[config.mk]
export PLATFORM = sky130hd
export DESIGN_NAME = mux_scan_serializer
export DESIGN_NICKNAME = d
export VERILOG_FILES = /design/src/rtl/mux_scan_serializer.sv
export SDC_FILE = /design/constraint.sdc
export NUM_CORES = 1
export LEC_CHECK = 0
export BUFFER_PORTS_ARGS = -buffer_cell sky130_fd_sc_hd__buf_4
export CAP_MARGIN = 0
export CORE_AREA = 2 2 39 41
export CTS_BUF_LIST = sky130_fd_sc_hd__clkbuf_4
export CTS_CLUSTER_DIAMETER = 200
export DETAILED_ROUTE_END_ITERATION = 10
export DIE_AREA = 0 0 41 43
export PLACE_DENSITY = 0.67
export REMOVE_ABC_BUFFERS = 1
export SYNTH_ARGS = -nofsm -noshare
export SYNTH_HDL_FRONTEND = slang
export SYNTH_SLANG_ARGS = --single-unit
export TNS_END_PERCENT = 100
[constraint.sdc]
create_clock -name clk -period 1.51 [get_ports clk]
set_input_delay 0.302 -clock clk [delete_from_list [all_inputs] [get_ports clk]]
set_output_delay 0.302 -clock clk [all_outputs]
set_load 0.05 [all_outputs]
[src/rtl/mux_scan_serializer.sv]
// rtl/mux_scan_serializer.sv - parallel word to serial bit stream sequencer driving an external N:1 mux
module mux_scan_serializer #(
    parameter int INS = 5,
    localparam int SW = $clog2(INS)
) (
    input  logic            clk,
    input  logic            reset,
    input  logic            in_valid,
    output logic            in_ready,
    input  logic [INS-1:0]  in_data,
    output logic [INS-1:0]  mux_w,
    output logic [SW-1:0]   mux_s,
    input  logic            mux_f,
    output logic            out_valid,
    input  logic            out_ready,
    output logic            out_bit,
    output logic            out_last,
    output logic            done
);

    typedef enum logic {
        IDLE  = 1'b0,
        SHIFT = 1'b1
    } state_t;

    // Wrap point is INS-1, not the natural 2^SW-1 rollover of the select.
    localparam logic [SW-1:0] LAST_SEL = SW'(INS - 1);

    state_t state;
    state_t state_nxt;
    logic   is_last;
    logic   beat;
    logic   load;

    assign is_last = (mux_s == LAST_SEL);
    assign beat    = out_valid && out_ready;
    assign load    = (state == IDLE) && in_valid;

    // State register
    always_ff @(posedge clk or posedge reset) begin
        if (reset) begin
            state <= IDLE;
        end else begin
            state <= state_nxt;
        end
    end

    // Next-state logic: load leaves IDLE, the accepted last bit returns to it
    always_comb begin
        state_nxt = state;
        case (state)
            IDLE:    if (in_valid) state_nxt = SHIFT;
            SHIFT:   if (out_ready && is_last) state_nxt = IDLE;
            default: state_nxt = IDLE;
        endcase
    end

    // Handshake outputs depend on state only, so no ready/valid loops form
    always_comb begin
        in_ready  = (state == IDLE);
        out_valid = (state == SHIFT);
        out_last  = (state == SHIFT) && is_last;
        out_bit   = mux_f;
    end

    // Word/select datapath and the completion pulse
    always_ff @(posedge clk or posedge reset) begin
        if (reset) begin
            mux_w <= '0;
            mux_s <= '0;
            done  <= 1'b0;
        end else begin
            done <= beat && is_last;
            if (load) begin
                mux_w <= in_data;
                mux_s <= '0;
            end else if (beat) begin
                mux_s <= is_last ? '0 : mux_s + SW'(1);
            end
        end
    end

endmodule
==> flow_metrics.env <==
export IMPL_cts_htree_levels=1
export IMPL_endpoint_kind="output pin"
export IMPL_setup_slack_ns=0.0237
export IMPL_powerDensity_nw_per_um2=2540
export IMPL_synthTopCellsByArea="dfrtp_1 50%, mux2_4 15%, ha_1 5.0%, buf_6 4.5%, inv_1 3.7%"
export IMPL_rows=14
export IMPL_via_count=387
export IMPL_final_cell_mix="25 x buf_4, 9 x dfrtp_1, 5 x mux2_4, 3 x inv_1, 3 x clkbuf_4"
export IMPL_max_freq_mhz=673
export IMPL_antenna_found_initial=0
export IMPL_yosys_area_share_xor_xnor_pct=0
export IMPL_io_buffer_count=20
export IMPL_synthesis_area_um2=503
export IMPL_grt_pass1_vias=394
export IMPL_initial_core_util_pct=36.3
export IMPL_wl_um=1080
export IMPL_root_buffer="clkbuf_4"
export IMPL_cap_violations=0
export IMPL_required_ns=1.21
export IMPL_cts_sinks=10
export IMPL_die_x_um=41
export IMPL_hpwl_um=720
export IMPL_timing_hold_ws_ns=0.00691
export IMPL_grt_max_degree=11
export IMPL_die_h_um=43
export IMPL_synth_compound_area_share_pct=7.21
export IMPL_layout_min_cycle_time_ns=1.49
export IMPL_synth_top_family_by_area="multiplexers"
export IMPL_first_pass_iters=3
export IMPL_hold_class="in -> async"
export IMPL_drive_above_1_share_pct=66.2
export IMPL_synth_area_mux_share_pct=16.9
export IMPL_synth_simple_gate_area_share_pct=11.4
export IMPL_synth_fa_ha_area_share_pct=4.98
export IMPL_synth_seq_area_share_pct=49.8
export IMPL_grt_pass1_wl_um=1640
export IMPL_syn_inst=38
export IMPL_finalHoldViolCount=0
export IMPL_yosys_area_top_type="dfrtp_1"
export IMPL_timing_final_crit_share_pct=98.4
export IMPL_area_growth_pct=48.5
export IMPL_path_class="reg -> out"
export IMPL_die_area_um2=1760
export IMPL_numPlacedInstances=71
export IMPL_drtAntennaViolNets=0
export IMPL_finalSetupViolCount=0
export IMPL_grt_overflow_total=0
export IMPL_stdcell_count=81
export IMPL_cts_tree="done"
export IMPL_relSlewSlack_pct=74.1
export IMPL_coreArea_um2=1380
export IMPL_status="finished, final reports clean"
export IMPL_pre_cts_slack_ns=0.196
export IMPL_clk_pin_slew_ns=0.07
export IMPL_syn_area_per_cell_um2=13.2
export IMPL_first_iter_violations=3
export IMPL_ios=23
export IMPL_synth_top_cell_area_share_pct=49.8
export IMPL_cp_max_fo=2
export IMPL_setup_tns_ns=0
export IMPL_synth_seq_cells=10
export IMPL_nets=78
export IMPL_power_leakage_nw=0.402
export IMPL_start_kind="flop"
export IMPL_clk_latency_ns=0.27
export IMPL_n_antenna_cell=0
export IMPL_gp_congestion=0.724
export IMPL_track_usage_pct=14.0
export IMPL_via_per_inst=4.78
export IMPL_drc=0
export IMPL_tightest_slew_ns=0.388
export IMPL_post_drt_wl_per_cell_um=13.3
export IMPL_clock_skew_ns=0.00135
export IMPL_ir_drop_uv=886
export IMPL_clockBufferDepth=2
export IMPL_cp_arrival_ns=1.18
export IMPL_finalMaxSlewViolations=0
export IMPL_cts_inserted_buffers=3
export IMPL_synth_distinct_cells=17
export IMPL_mostFrequentLayoutCell="buf_4"
export IMPL_ys_warn_count=0
## path summary, 6_finish.rpt
| kind | start | endpoint | slack [ns] | depth (start not counted) |
|---|---|---|---|---|
| max in group asynchronous | reset | out_valid | 1.20 | 2 |
| min in group clk | in_data[4] | mux_w[4] | 0.26 | 2 |
| max | mux_s[0] | out_last | 0.02 | 5 |
| max reg2reg | mux_s[0] | mux_s[2] | 0.15 | 5 |
| min | reset | mux_w[3] | 0.007 | 2 |
| min reg2reg | mux_w[2] | mux_w[2] | 0.52 | 1 |
## power breakdown
group	switching (W)	internal [W]
Combinational	0.000710	0.000502
Sequential	0.0000999	0.000387
Clock	0.000105	0.0000956
Total	0.000915	0.000985
## registers in the layout, indices dropped and copies added, names as in the netlist
signal     flops
mux_w          5
mux_s          3
out_valid      1
done           1
## stage by stage
stage	power (W)	utilization (%)	instance area, um2
after floorplan	0.00121	-	473
after global placement	0.00149	46.5	643
after detailed placement	0.00150	46.5	643
after CTS	0.00180	51.4	711
after global routing	0.00199	54.0	747
final	0.00190	54.0	747
## cell families (layout without fill, tap and decap cells)
logic type      count (synthesis)  count (layout)
compound gates                  4               4
fa+ha+maj                       2               2
buf+inv                         8              35
flops                          10              10
mux                             6               6
simple gates                    8               8
## worst max-delay path, stage by stage (launching register included)
cell and delay [ns]:
dfrtp_1 0.40, inv_2 0.08, ha_4 0.15, nand2_4 0.06
nor2_4 0.08, buf_6 0.15
## area by class of cell
class | instances | area [um2]
fill | 115 | 637
sequential | 10 | 251
multi-input combinational | 20 | 231
timing repair buffer | 26 | 199
clock buffer | 3 | 22.5
tap | 16 | 20.0
inverter | 5 | 18.8
clock inverter | 1 | 3.75
## routing by layer
layer | routed length, um | track usage, % | vias up
met5 | 0 | 0 | -
met4 | 25 | 10.0 | 0
met3 | 48 | 3.14 | 4
met2 | 572 | 20.3 | 11
met1 | 432 | 17.3 | 190
li1 | - | - | 182
## Yosys cell counts
master	n
nand2_1	1
buf_4	1
nand4b_1	1
a32o_1	1
buf_6	2
nor2b_4	1
and3b_2	1
o211a_1	1
a22o_1	1
mux2i_1	1
dfrtp_1	10
o31ai_1	1
nor2_1	3
ha_1	2
mux2_4	5
and4_2	1
inv_1	5
## what timing repair did
action,4_1_cts,5_1_grt
hold buffers,0,0
resized for setup,4,6
endpoints found under the setup margin,1,1
setup buffers,4,2
pin swaps,2,2
Note: power is estimated with default switching activity, not from simulation.
